File: config.mk
export PLATFORM = sky130hd
export DESIGN_NAME = vigenere_stream_ctrl_flat
export DESIGN_NICKNAME = d
export VERILOG_FILES = /design/src/rtl/vigenere_stream_ctrl_if.sv /design/src/rtl/vigenere_stream_ctrl.sv /design/src/flat_wrapper.sv
export SDC_FILE = /design/constraint.sdc
export NUM_CORES = 1
export LEC_CHECK = 0
export CAP_MARGIN = 0
export CORE_ASPECT_RATIO = 0.8
export CORE_UTILIZATION = 49
export DETAILED_ROUTE_END_ITERATION = 12
export PLACE_DENSITY = 0.67
export SLEW_MARGIN = 20
export SYNTH_ARGS = -nofsm -noshare
export SYNTH_HDL_FRONTEND = slang
export SYNTH_SLANG_ARGS = --single-unit
File: constraint.sdc
create_clock -name clk -period 4.9 [get_ports clk]
set_clock_uncertainty 0.05 [all_clocks]
set_input_delay 1.47 -clock clk [delete_from_list [all_inputs] [get_ports clk]]
set_output_delay 1.47 -clock clk [all_outputs]
set_load 0.03 [all_outputs]
File: src/rtl/vigenere_stream_ctrl_if.sv
// Bundles the key-load, ciphertext, core and plaintext signals of the
// Vigenere stream controller. The slave modport is the controller's view;
// the master modport is the view of whatever surrounds it (the key/message
// source, the decryption core and the plaintext sink).
interface vigenere_stream_ctrl_if;
    logic       key_clear;
    logic       key_wr_valid;
    logic [7:0] key_wr_char;
    logic       key_wr_last;
    logic       msg_restart;
    logic       ctxt_in_valid;
    logic [7:0] ctxt_in_char;
    logic       ctxt_in_ready;
    logic [7:0] core_ctx_char;
    logic [7:0] core_key_char;
    logic       core_ctxt_valid;
    logic [7:0] core_ptxt_char;
    logic       core_ptxt_ready;
    logic       ptxt_out_valid;
    logic [7:0] ptxt_out_char;
    logic       key_loaded;
    logic       key_err;

    modport slave (
        input  key_clear, key_wr_valid, key_wr_char, key_wr_last, msg_restart,
        input  ctxt_in_valid, ctxt_in_char, core_ptxt_char, core_ptxt_ready,
        output ctxt_in_ready, core_ctx_char, core_key_char, core_ctxt_valid,
        output ptxt_out_valid, ptxt_out_char, key_loaded, key_err
    );

    modport master (
        output key_clear, key_wr_valid, key_wr_char, key_wr_last, msg_restart,
        output ctxt_in_valid, ctxt_in_char, core_ptxt_char, core_ptxt_ready,
        input  ctxt_in_ready, core_ctx_char, core_key_char, core_ctxt_valid,
        input  ptxt_out_valid, ptxt_out_char, key_loaded, key_err
    );
endinterface

File: src/rtl/vigenere_stream_ctrl.sv
// Vigenere stream sequencer: owns the key buffer, feeds the 1-cycle
// vigenere_cipher_dec core one ciphertext/key pair per cycle, and routes
// non-letter ciphertext around the core so it emerges in order at the same
// latency as decrypted letters.
//
// state   | meaning
// --------+-----------------------------------------------------------
// EMPTY   | no key held, waiting for the first key character
// LOAD    | key partially written, waiting for more characters / last
// RUN     | key complete, ciphertext accepted one character per cycle
// KERR    | bad key character or overflow, waits for key_clear / rst
module vigenere_stream_ctrl #(
    parameter int MAX_KEY_LEN = 32,
    parameter int IDX_W       = 5
) (
    input logic                   clk,
    input logic                   rst,
    vigenere_stream_ctrl_if.slave bus
);

    localparam logic [1:0] S_EMPTY = 2'd0;
    localparam logic [1:0] S_LOAD  = 2'd1;
    localparam logic [1:0] S_RUN   = 2'd2;
    localparam logic [1:0] S_KERR  = 2'd3;

    localparam logic [IDX_W-1:0] IDX_TOP = IDX_W'(MAX_KEY_LEN - 1);
    localparam logic [IDX_W-1:0] IDX_ONE = IDX_W'(1);
    localparam logic [IDX_W:0]   LEN_ONE = (IDX_W + 1)'(1);

    logic [1:0]       state;
    logic [1:0]       state_nxt;
    logic [7:0]       key_buf [MAX_KEY_LEN];
    logic [IDX_W-1:0] wr_ptr;
    logic [IDX_W:0]   key_len;
    logic [IDX_W-1:0] key_idx;
    logic [IDX_W-1:0] idx_sel;
    logic [IDX_W-1:0] idx_nxt;
    logic             idx_wrap;

    logic             loading;
    logic             key_is_letter;
    logic             ctxt_is_letter;
    logic             key_wr_en;
    logic             accept;

    // Stage 1 (core input side) and stage 2 (aligned with core output)
    logic [7:0]       core_ctx_q;
    logic [7:0]       core_key_q;
    logic             core_valid_q;
    logic             v1;
    logic             byp1;
    logic [7:0]       bypchar1;
    logic             v2;
    logic             byp2;
    logic [7:0]       bypchar2;

    function automatic logic is_letter(input logic [7:0] c);
        return (c >= 8'h41) && (c <= 8'h5A);
    endfunction

    assign loading        = (state == S_EMPTY) || (state == S_LOAD);
    assign key_is_letter  = is_letter(bus.key_wr_char);
    assign ctxt_is_letter = is_letter(bus.ctxt_in_char);

    // A key character is stored only if it is a letter and, when it lands in
    // the final slot, it is also marked last; anything else trips KERR.
    assign key_wr_en = !bus.key_clear && loading && bus.key_wr_valid && key_is_letter
                       && !((wr_ptr == IDX_TOP) && !bus.key_wr_last);

    assign bus.ctxt_in_ready = (state == S_RUN) && !bus.key_clear;
    assign accept            = bus.ctxt_in_valid && bus.ctxt_in_ready;

    // msg_restart on the accepting cycle makes this character use index 0.
    assign idx_sel  = bus.msg_restart ? '0 : key_idx;
    assign idx_wrap = ({1'b0, idx_sel} == (key_len - LEN_ONE));
    assign idx_nxt  = idx_wrap ? '0 : (idx_sel + IDX_ONE);

    // Next-state decode; key_clear overrides everything.
    always_comb begin
        state_nxt = state;
        if (bus.key_clear) begin
            state_nxt = S_EMPTY;
        end else begin
            case (state)
                S_EMPTY, S_LOAD: begin
                    if (bus.key_wr_valid) begin
                        if (!key_wr_en)           state_nxt = S_KERR;
                        else if (bus.key_wr_last) state_nxt = S_RUN;
                        else                      state_nxt = S_LOAD;
                    end
                end
                S_RUN:   state_nxt = S_RUN;
                default: state_nxt = S_KERR;
            endcase
        end
    end

    // FSM state, key write pointer and captured key length.
    always_ff @(posedge clk or posedge rst) begin
        if (rst) begin
            state   <= S_EMPTY;
            wr_ptr  <= '0;
            key_len <= '0;
        end else begin
            state <= state_nxt;
            if (bus.key_clear) begin
                wr_ptr  <= '0;
                key_len <= '0;
            end else if (key_wr_en) begin
                wr_ptr <= wr_ptr + IDX_ONE;
                if (bus.key_wr_last) begin
                    key_len <= {1'b0, wr_ptr} + LEN_ONE;
                end
            end
        end
    end

    // Key storage; contents are don't-care until written, so no reset.
    always_ff @(posedge clk) begin
        if (key_wr_en) begin
            key_buf[wr_ptr] <= bus.key_wr_char;
        end
    end

    // Key index: advances only on accepted letters and wraps at key_len.
    always_ff @(posedge clk or posedge rst) begin
        if (rst) begin
            key_idx <= '0;
        end else if (bus.key_clear) begin
            key_idx <= '0;
        end else if (key_wr_en && bus.key_wr_last) begin
            key_idx <= '0;
        end else if (accept && ctxt_is_letter) begin
            key_idx <= idx_nxt;
        end else if (bus.msg_restart) begin
            key_idx <= '0;
        end
    end

    // Stage 1: present letters to the core, capture non-letters for bypass.
    always_ff @(posedge clk or posedge rst) begin
        if (rst) begin
            core_ctx_q   <= '0;
            core_key_q   <= '0;
            core_valid_q <= 1'b0;
            v1           <= 1'b0;
            byp1         <= 1'b0;
            bypchar1     <= '0;
        end else if (accept) begin
            v1 <= 1'b1;
            if (ctxt_is_letter) begin
                core_ctx_q   <= bus.ctxt_in_char;
                core_key_q   <= key_buf[idx_sel];
                core_valid_q <= 1'b1;
                byp1         <= 1'b0;
            end else begin
                core_ctx_q   <= '0;
                core_key_q   <= '0;
                core_valid_q <= 1'b0;
                byp1         <= 1'b1;
                bypchar1     <= bus.ctxt_in_char;
            end
        end else begin
            core_ctx_q   <= '0;
            core_key_q   <= '0;
            core_valid_q <= 1'b0;
            v1           <= 1'b0;
        end
    end

    // Stage 2: tags travel alongside the core's own output register.
    always_ff @(posedge clk or posedge rst) begin
        if (rst) begin
            v2       <= 1'b0;
            byp2     <= 1'b0;
            bypchar2 <= '0;
        end else begin
            v2       <= v1;
            byp2     <= byp1;
            bypchar2 <= bypchar1;
        end
    end

    // Output mux: bypass char, core result, or '?' if the core had nothing.
    always_comb begin
        bus.ptxt_out_valid = v2;
        bus.ptxt_out_char  = 8'h00;
        if (byp2) begin
            bus.ptxt_out_char = bypchar2;
        end else if (bus.core_ptxt_ready) begin
            bus.ptxt_out_char = bus.core_ptxt_char;
        end else begin
            bus.ptxt_out_char = 8'h3F;
        end
    end

    assign bus.core_ctx_char   = core_ctx_q;
    assign bus.core_key_char   = core_key_q;
    assign bus.core_ctxt_valid = core_valid_q;
    assign bus.key_loaded      = (state == S_RUN);
    assign bus.key_err         = (state == S_KERR);

endmodule

File: src/flat_wrapper.sv
// flat-port wrapper written by rule: the top's interface ports become plain ports
module vigenere_stream_ctrl_flat 
#(
    parameter int MAX_KEY_LEN = 32,
    parameter int IDX_W       = 5
)
  (clk, rst, bus_key_clear, bus_key_wr_valid, bus_key_wr_char, bus_key_wr_last, bus_msg_restart, bus_ctxt_in_valid, bus_ctxt_in_char, bus_core_ptxt_char, bus_core_ptxt_ready, bus_ctxt_in_ready, bus_core_ctx_char, bus_core_key_char, bus_core_ctxt_valid, bus_ptxt_out_valid, bus_ptxt_out_char, bus_key_loaded, bus_key_err);
  vigenere_stream_ctrl_if bus_i ();
  input logic clk;
  input logic rst;
  input wire logic [$bits(bus_i.key_clear)-1:0] bus_key_clear;
  input wire logic [$bits(bus_i.key_wr_valid)-1:0] bus_key_wr_valid;
  input wire logic [$bits(bus_i.key_wr_char)-1:0] bus_key_wr_char;
  input wire logic [$bits(bus_i.key_wr_last)-1:0] bus_key_wr_last;
  input wire logic [$bits(bus_i.msg_restart)-1:0] bus_msg_restart;
  input wire logic [$bits(bus_i.ctxt_in_valid)-1:0] bus_ctxt_in_valid;
  input wire logic [$bits(bus_i.ctxt_in_char)-1:0] bus_ctxt_in_char;
  input wire logic [$bits(bus_i.core_ptxt_char)-1:0] bus_core_ptxt_char;
  input wire logic [$bits(bus_i.core_ptxt_ready)-1:0] bus_core_ptxt_ready;
  output wire logic [$bits(bus_i.ctxt_in_ready)-1:0] bus_ctxt_in_ready;
  output wire logic [$bits(bus_i.core_ctx_char)-1:0] bus_core_ctx_char;
  output wire logic [$bits(bus_i.core_key_char)-1:0] bus_core_key_char;
  output wire logic [$bits(bus_i.core_ctxt_valid)-1:0] bus_core_ctxt_valid;
  output wire logic [$bits(bus_i.ptxt_out_valid)-1:0] bus_ptxt_out_valid;
  output wire logic [$bits(bus_i.ptxt_out_char)-1:0] bus_ptxt_out_char;
  output wire logic [$bits(bus_i.key_loaded)-1:0] bus_key_loaded;
  output wire logic [$bits(bus_i.key_err)-1:0] bus_key_err;
  assign bus_i.key_clear = bus_key_clear;
  assign bus_i.key_wr_valid = bus_key_wr_valid;
  assign bus_i.key_wr_char = bus_key_wr_char;
  assign bus_i.key_wr_last = bus_key_wr_last;
  assign bus_i.msg_restart = bus_msg_restart;
  assign bus_i.ctxt_in_valid = bus_ctxt_in_valid;
  assign bus_i.ctxt_in_char = bus_ctxt_in_char;
  assign bus_i.core_ptxt_char = bus_core_ptxt_char;
  assign bus_i.core_ptxt_ready = bus_core_ptxt_ready;
  assign bus_ctxt_in_ready = bus_i.ctxt_in_ready;
  assign bus_core_ctx_char = bus_i.core_ctx_char;
  assign bus_core_key_char = bus_i.core_key_char;
  assign bus_core_ctxt_valid = bus_i.core_ctxt_valid;
  assign bus_ptxt_out_valid = bus_i.ptxt_out_valid;
  assign bus_ptxt_out_char = bus_i.ptxt_out_char;
  assign bus_key_loaded = bus_i.key_loaded;
  assign bus_key_err = bus_i.key_err;
  vigenere_stream_ctrl #(.MAX_KEY_LEN(MAX_KEY_LEN), .IDX_W(IDX_W)) u_core (.clk(clk), .rst(rst), .bus(bus_i));
endmodule
### Word level (Yosys, flattened, before mapping)

Memory sizes are Yosys's and may differ from the RTL's.
Index checks and enable logic that the tools add are counted.

* register bits after elaboration: 55
* RAM bits: 256
* word-level logic and storage cells: 77
* memories kept: 1

* add/subtract/negate cells: 4
* order comparisons: 4
* equal/unequal tests: 6
* muxes and demuxes: 27
* bitwise logic cells: 1
* reductions and logical operators: 21

Memories
* u_core.key_buf: depth 32, width 8, rd ports 1, clocked after Yosys merged registers in 0, wr ports 1, RTL line vigenere_stream_ctrl.sv:32 `logic [7:0] key_buf [MAX_KEY_LEN];`

Operators with widths (count)
* $mux W8: 6
* $mux W5: 7
* $mux W6: 3
* $ge A8 B7 Y1 const B: 2
* $le A8 B7 Y1 const B: 2
* $logic_and A1 B1 Y1: 11
* $add A5 B1 Y5 const B: 2
* $mux W2: 4
* $add A5 B1 Y6 const B: 1
* $eq A5 B6 Y1: 1
* $mux W1: 6
* $sub A6 B1 Y6 const B: 1
* $eq A5 B5 Y1 const B: 1
* $eq A2 B2 Y1 const B: 2
* $pmux W2 S2: 1
* $reduce_and A2 Y1: 2
* $reduce_bool A2 Y1: 2
* $logic_not A1 Y1: 3
* $ne A3 B3 Y1 const B: 1
* $eq A2 B1 Y1 const B: 1
* $logic_not A2 Y1: 1
* $reduce_or A2 Y1: 1
* $logic_or A1 B1 Y1: 1
* $not A1 Y1: 1

### Depth between registers and ports, before layout

Gate-level depths: netlist of run 1.

* word-level depth: 10
* gate-level depth with buffers: 9

### Worst setup path before layout of run 1

OpenSTA, ideal clock, no wires.

* path type: input port to output port
* start point: in bus_core_ptxt_ready
* end point: out bus_ptxt_out_char[7]
* data arrival time: 2.296 ns
* data required time: 3.380 ns
* path slack: 1.084 ns
* stages on the path: 2
* cell sequence: nand2b_1 o21ai_0

* longest elaborated chain between the ends: 2

RTL lines
* start, declared: RTL line flat_wrapper.sv:19 `input wire logic [$bits(bus_i.core_ptxt_ready)-1:0] bus_core_ptxt_ready;`
* $mux W8: RTL line vigenere_stream_ctrl.sv:190 `end else if (bus.core_ptxt_ready) begin`
* $mux W8: RTL line vigenere_stream_ctrl.sv:188 `if (byp2) begin`
* end, declared: RTL line flat_wrapper.sv:25 `output wire logic [$bits(bus_i.ptxt_out_char)-1:0] bus_ptxt_out_char;`

Every way passes these cells.

### Worst setup path after layout of run 1

* start point: in bus_core_ptxt_ready
* end point: out bus_ptxt_out_char[2]

Same word-level chain as after synthesis.

==> results of run 1 <==
[layout make-up]
type | instances | area share
multi-input cells | 444 | 0.227
repair buffers | 111 | 0.0666
flip-flops and latches | 311 | 0.606
clock inverters | 17 | 0.0108
well taps | 351 | 0.0293
clock buffers | 39 | 0.0559
inverters | 18 | 0.00452
[cell families (layout without fill, tap and decap cells)]
group / count (synthesis) / count (layout) / synth area share
and+or+nand+nor: 193 / 193 / 0.0758
adders and majority gates: 7 / 7 / 0.00684
buffers and inverters: 68 / 185 / 0.0276
muxes: 78 / 78 / 0.0854
other: 1 / 2 / 0.000293
AOI/OAI and AO/OA: 149 / 149 / 0.0850
xor gates and xnor gates: 15 / 15 / 0.0113
DFF: 311 / 311 / 0.708
[cells in the final DEF (no fill, tap or decap), drive strengths merged, types with 4 or more instances in the layout]
cell type	synthesis	layout
o211ai	6	6
mux2i	44	44
nor3b	9	9
a211oi	13	13
nor2b	14	14
or2	10	10
mux4	24	24
o22a	9	9
ha	7	7
inv	18	19
a221oi	18	18
dfrtp	55	55
o22ai	21	21
a22oi	6	6
mux2	10	10
xor2	6	6
nand3	4	4
o221a	7	7
o21ai	19	19
nor2	94	94
clkdlybuf4s50	0	60
a21oi	29	29
a22o	5	5
buf	32	51
nor3	4	4
clkinv	0	11
a31oi	6	6
nand2	30	30
xnor2	8	8
clkbuf	18	39
edfxtp	256	256
and2	7	7
[sequential cells by signal (all words and copies together) (netlist names)]
signal,cells
u_core.bypchar1,8
u_core.state,2
u_core.key_len,6
u_core.bus.core_ctxt_valid,1
u_core.bypchar2,8
u_core.v1,1
u_core.byp1,1
u_core.key_buf,256
u_core.wr_ptr,5
u_core.byp2,1
u_core.bus.ptxt_out_valid,1
u_core.bus.core_ctx_char,8
u_core.key_idx,5
u_core.bus.core_key_char,8
[path summary, 6_finish.rpt]
kind	slack (ns)	to
max in group asynchronous	2.76	u_core.bypchar2[4]
min in group asynchronous	1.26	u_core.bus.core_ctx_char[7]
setup / recovery	0.38	bus_ptxt_out_char[2]
hold reg to reg	0.30	u_core.bus.ptxt_out_valid
hold / removal	0.30	u_core.bus.ptxt_out_valid
setup reg to reg	1.88	u_core.key_buf[11][4]
[synthesized netlist by cell type (3+ instances only)]
cell        n
edfxtp_1  256
nor2_1     92
dfrtp_1    55
mux2i_1    44
nand2_1    30
a21oi_1    29
mux4_2     24
buf_2      21
o22ai_1    20
o21ai_0    19
clkbuf_1   18
inv_1      17
a221oi_1   16
nor2b_1    13
a211oi_1   10
mux2_2     10
o22a_1      9
or2_0       9
nor3b_1     8
xnor2_1     8
and2_1      7
ha_1        7
o221a_2     7
a22oi_1     6
a31oi_1     6
o211ai_1    6
xor2_1      6
a22o_1      5
buf_4       5
buf_6       4
nand3_1     4
a211oi_2    3
and3_1      3
nand3b_1    3
nand4_1     3
[metrics by stage]
| stage | instance area (um^2) | power (mW) |
|---|---|---|
| finish | 15000 | 5.51 |
| global route | 15000 | 5.66 |
| CTS | 15000 | 5.54 |
| detailed placement | 14000 | 3.26 |
| global placement | 14000 | 3.25 |
| floorplan | 12800 | 3.11 |
[routing by layer]
metal / up-vias / GRT usage / wire, um
li1: 3349 / - / -
met1: 3634 / 0.361 / 13600
met2: 325 / 0.309 / 12500
met3: 46 / 0.0579 / 2860
met4: 0 / 0.0500 / 559
met5: - / 0 / 0
[power by group through the flow]
stage	clock network, mW	registers [mW]	logic (mW)
floorplan	0	2.98	0.135
global placement	0	2.98	0.274
detailed placement	0	2.98	0.279
CTS	2.33	2.93	0.279
global route	2.44	2.93	0.296
finish	2.31	2.93	0.277
==> summary.txt, run 1 <==
Placed design
  • GP Congestion: 0.854
  • Place WS: approximately 0.36 ns
  • IO Port Bufs: 60
  • Placed cells: approximately 1,200
  • DP HPWL: 19.0 mm

Synthesis
  • Cell Area, Synth: between 10,000 and 15,000 um^2
  • Post-synth top flop: edfxtp_1
  • Area contributors post-synth: edfxtp_1 (60%), dfrtp_1 (11%), mux4_2 (4.2%), mux2i_1 (3.4%), nor2_1 (2.7%)
  • YS warnings: 0
  • Top cell type by total area after synthesis: edfxtp_1
  • Syn Area/Cell: 15.6 um^2
  • Post-synth EDFFs: 256
  • Seq/Total Area, Yosys: 0.708
  • Number of synthesized register bits: 311
  • Area share of the largest cell type after synthesis: 0.600
  • Unique masters post-synth: between 60 and 70
  • Post-synth ARST share: 0.177
  • Cell count after synthesis: between 800 and 900

Die
  • Die area: 26,800 um^2
  • Die width: 183 um
  • Die height: 147 um
  • Core footprint: approximately 26,000 um^2
  • Number of I/O pins: between 60 and 70
  • Row Count: 52
  • Initial core utilization: 0.502

Drt
  • Routed WL: 29.5 mm
  • DRC violations left: 0
  • Pre-Repair DR Iteration Count: 5
  • 1st-iter DRT viols: 883
  • Wirelength per Cell: roughly 23 um
  • Final ANT Viol Nets: 0
  • Via count: 7,354
  • Vias/cell: 5.70

Critical path
  • Slowest cell on crit path: clkdlybuf4s50_1
  • CP Depth: 5
  • Critical path arrival: 3.00 ns
  • Reg2Reg Launch Point: u_core.wr_ptr[0]
  • Worst Setup SP: bus_core_ptxt_ready
  • Crit-path cells: clkdlybuf4s50_1, nand2b_1, nor2_1, a21oi_1, clkdlybuf4s50_1
  • CP max FO: 7
  • CP Class: in -> out
  • Setup crit end kind: output port
  • Most Frequent Cell on Critical Path: clkdlybuf4s50_1
  • CP required: 3.38 ns
  • Max incr delay on CP: 0.69 ns
  • CP Buf/Inv Count: 2
  • Setup crit start kind: input pin
  • CP top delay family: buffers and inverters
  • Worst reg-to-reg path cell count: 7

STA
  • RSZ-0062 raised after global routing: false
  • Fin. max-slew vios: 0
  • Slew @ Worst Pin: ~0.90 ns
  • Final setup fails: 0
  • Tmin final: 4.52 ns
  • Setup TNS: 0 ns
  • Fin Hold WS: 0.299 ns
  • F_max: about 220 MHz
  • Final Hold Viols: 0
  • Setup ws final: 0.376 ns
  • Slew headroom: 0.400
  • Final period util: 0.923

GRT
  • Total GRT Usage: 0.226
  • Vias in the first global route: 7,063
  • Initial antenna violation count: 0
  • Global-route wire length before repair: around 45 mm
  • Pin count of the biggest net entering global routing: roughly 60
  • GR Overflow Total: 0

Clock network
  • CTS Buffer Depth: 3
  • Later-pin clock latency in the skew report: 0.55 ns
  • Post-CTS sizing: 0
  • CTS tree: yes
  • Post-CTS setup buffer count: 0
  • Num CTS Buffers: 30
  • Num Clock Sinks: about 310
  • H-tree depth: 1
  • Root buffer cell: clkbuf_16
  • Hold-fix buffers, CTS: 0
  • Reg clk slew, reported paths: 0.06 ns

Finish
  • Final Instance Count excl. Fillers: ~1,300
  • Area grow syn2layout: 16.9%
  • Share of layout cells above drive strength 1: 0.167
  • Nets: 955
  • Footprint of the multi-input gates: 3390 um^2
  • Antenna diode count: 0
  • Final design utilization: 0.587
  • Fillers: 2,004
  • Flip-flop and latch area: 9070 um^2

Power
  • PD cells: between 300 and 400 nW/um^2
  • Combinational group share of total power: 0.050
  • Reg power frac: 0.531
  • Internal power: 4.37 mW
  • Static leakage: 4.98 nW
  • Max VDD drop: between 0.2 and 0.3 mV
  • Switching pwr: 1.14 mW
  • Clock Power Share: 0.419
  • Switching part of the total power: 0.206

Min path
  • Worst Hold Class: reg -> reg
  • Worst Hold Depth: 0
  • Worst hold start: u_core.v1

Outcome
  • Status: complete, no violations

Flow run
  • Max-cap check violation count: 0
(Power assumes the default switching activity.)
==> run 2, diff against run 1 <==
SLEW_MARGIN = unset   (was 20)
==> results of run 2 <==
The final DEF is identical to that of run 1; final timing and power are the same.
==> patch: new RTL, config.mk and constraints of run 2 <==
Reset style: synchronous (`rst`), changed in 4 clocked blocks.
--- a/src/rtl/vigenere_stream_ctrl.sv
+++ b/src/rtl/vigenere_stream_ctrl.sv
@@ -97,5 +97,5 @@
 
     // FSM state, key write pointer and captured key length.
-    always_ff @(posedge clk or posedge rst) begin
+    always_ff @(posedge clk) begin
         if (rst) begin
             state   <= S_EMPTY;
@@ -124,5 +124,5 @@
 
     // Key index: advances only on accepted letters and wraps at key_len.
-    always_ff @(posedge clk or posedge rst) begin
+    always_ff @(posedge clk) begin
         if (rst) begin
             key_idx <= '0;
@@ -139,5 +139,5 @@
 
     // Stage 1: present letters to the core, capture non-letters for bypass.
-    always_ff @(posedge clk or posedge rst) begin
+    always_ff @(posedge clk) begin
         if (rst) begin
             core_ctx_q   <= '0;
@@ -170,5 +170,5 @@
 
     // Stage 2: tags travel alongside the core's own output register.
-    always_ff @(posedge clk or posedge rst) begin
+    always_ff @(posedge clk) begin
         if (rst) begin
             v2       <= 1'b0;
Formal check against the unedited RTL: differs if rst is asserted again (counterexample within 4 cycles, from zero or initial values and one cycle with rst high); with rst held inactive, the same outputs for 4 cycles.
==> patch against run 2 <==
  * Count of clock-buffer cells in the layout is 1 lower
  * Synthesized area down 2.4%
  * Core utilization rose by 0.61 points
  * Sequential cell count did not move
  * Critical path type unchanged
  * Routed wire length down 2.4%
  * Sequential share of layout area fell by 0.56 points
  * Setup slack got worse by 24 ps
  * Design area is 2.2% lower
Power is not compared: it rests on default switching activity, and its combinational part moved more than twofold at a synthesized area within 25%.
==> patch: results (changes against run 2) <==
wire length on met3 = 2435 um (-15%)
Synth warnings = 0 (unchanged)
highest metal layer with signal wires = met4
Post-DP HPWL = 19000 um (-0.19%)
hold path startpoint = u_core.v1$_SDFF_PP0_
register with the most flip-flops = u_core.key_buf
Avg WL per Cell = 21.95 um (-4.1%)
FF-to-FF setup slack = 1820 ps (-60 ps)
worst slack, placed = 352.2 ps (-12.64 ps)
cell leakage power = 4.754 nW
n_diodes = 0 (unchanged)
WL met2 = 12530 um (+0.39%)
clk_lat worst skew = 560 ps
Hold EP = u_core.bus.ptxt_out_valid$_SDFF_PP0_
global placement routability congestion = 0.8297 (-2.8%)
Post-Route M1 WL = 13040 um (-4.4%)
max reg flops = 256 (unchanged)
reg2reg start = u_core.key_idx[0]$_SDFF_PP0_
Resized cells post-CTS = 0 (unchanged)
DR pass1 iterations = 5 (unchanged)
worst r2r dst = u_core.bus.core_key_char[7]$_SDFF_PP0_
critical path endpoint = bus_ptxt_out_char[4]
Filler cells = 1915 (-4.4%)
critical path's top delay family = buffers and inverters
Layout Nets = 1011 (+5.9%)
status = finished, final reports clean
CP max stage delay = 710 ps (+20 ps)
Data arrival, critical path = 3030 ps (+30 ps)
final worst path period share = 92.82% (+0.50 points)
vias in the first global route = 7105 (+0.59%)
Most used DFF post-synth = edfxtp_1
Slew @ Worst Pin = 792.3 ps (-106.5 ps)
WHS Path Cells = 1 (+1)
GRT Total Usage = 22.27% (-0.36 points)
fraction of layout cells with a size suffix above 1 = 12.05% (-4.7 points)
Post-synth top cells = edfxtp_1, mux2i_1, nor2_1
CTS Root Cell = clkbuf_16
Fin Hold WS = 388.2 ps (+89.53 ps)
worst setup path start = bus_core_ptxt_ready
initial antenna violation count = 1 (+1)
first-pass GRT wire length = 43210 um (-3.8%)
top cells by area, synth = edfxtp_1, dfxtp_1, mux2i_1
Via-to-Cell Ratio = 5.737 (+0.71%)
Synth cell types = 62 (-3.1%)
reg2reg path depth = 6 (-1)
1st-iter DRT viols = 865 (-2.0%)
Async S/R FF share, synth = 0% (-18 points)
largest net degree at the start of global routing = 50 (-15%)
sequential share of the synthesized area = 70.29% (-0.49 points)
[patch: changes by cell type after synthesis, moves of 10 or more]
| cell | change |
|---|---|
| mux4_2 | -24 |
| mux2i_1 | +29 |
| dfxtp_1 | +55 |
| nor2b_1 | +18 |
| dfrtp_1 | -55 |
| o22ai_1 | +11 |
| nor2_1 | -19 |
| a21oi_1 | +10 |
| a221oi_1 | +12 |
| nand2_1 | +18 |
| o221ai_1 | +17 |
[patch: power breakdown]
group | switching, mW | leakage [nW] | internal [mW]
logic | 0.0856 | 1.53 | 0.0502
clock network | 0.962 | 0.483 | 1.38
registers | 0.00304 | 2.75 | 2.86
[patch: metrics by stage]
step	cell area, um^2	power, mW	std cells	util [%]
CTS	14640	5.364	1314	59.28
global placement	13640	3.052	1258	55.22
global route	14640	5.484	1314	59.28
detailed placement	13640	3.054	1258	55.22
finish	14640	5.338	1314	59.28
floorplan	12510	2.958	872	-
[patch: routing by layer]
layer / up-vias / global-route usage, %
met5: - / 0
met4: 0 / 7.108
met3: 59 / 5.280
met2: 272 / 33.17
met1: 3665 / 32.34
li1: 3542 / -
[patch: kinds of logic after synthesis]
group           synth area share, %
compound gates                9.677
xor+xnor                      1.201
fa+ha+maj                    0.7005
buf+inv                       3.062
flops                         70.29
mux                           6.294
other cells                 0.02999
simple gates                  8.746
[patch: layout make-up]
| cell class | instances | area, um^2 | share of cell area (%) |
|---|---|---|---|
| flip-flops and latches | 311 | 8792 | 60.05 |
| multi-input cells | 490 | 3342 | 22.83 |
| repair buffers | 115 | 1013 | 6.922 |
| clock buffers | 38 | 812.0 | 5.547 |
| well taps | 318 | 397.9 | 2.718 |
| clock inverters | 18 | 192.7 | 1.316 |
| inverters | 24 | 90.09 | 0.6153 |
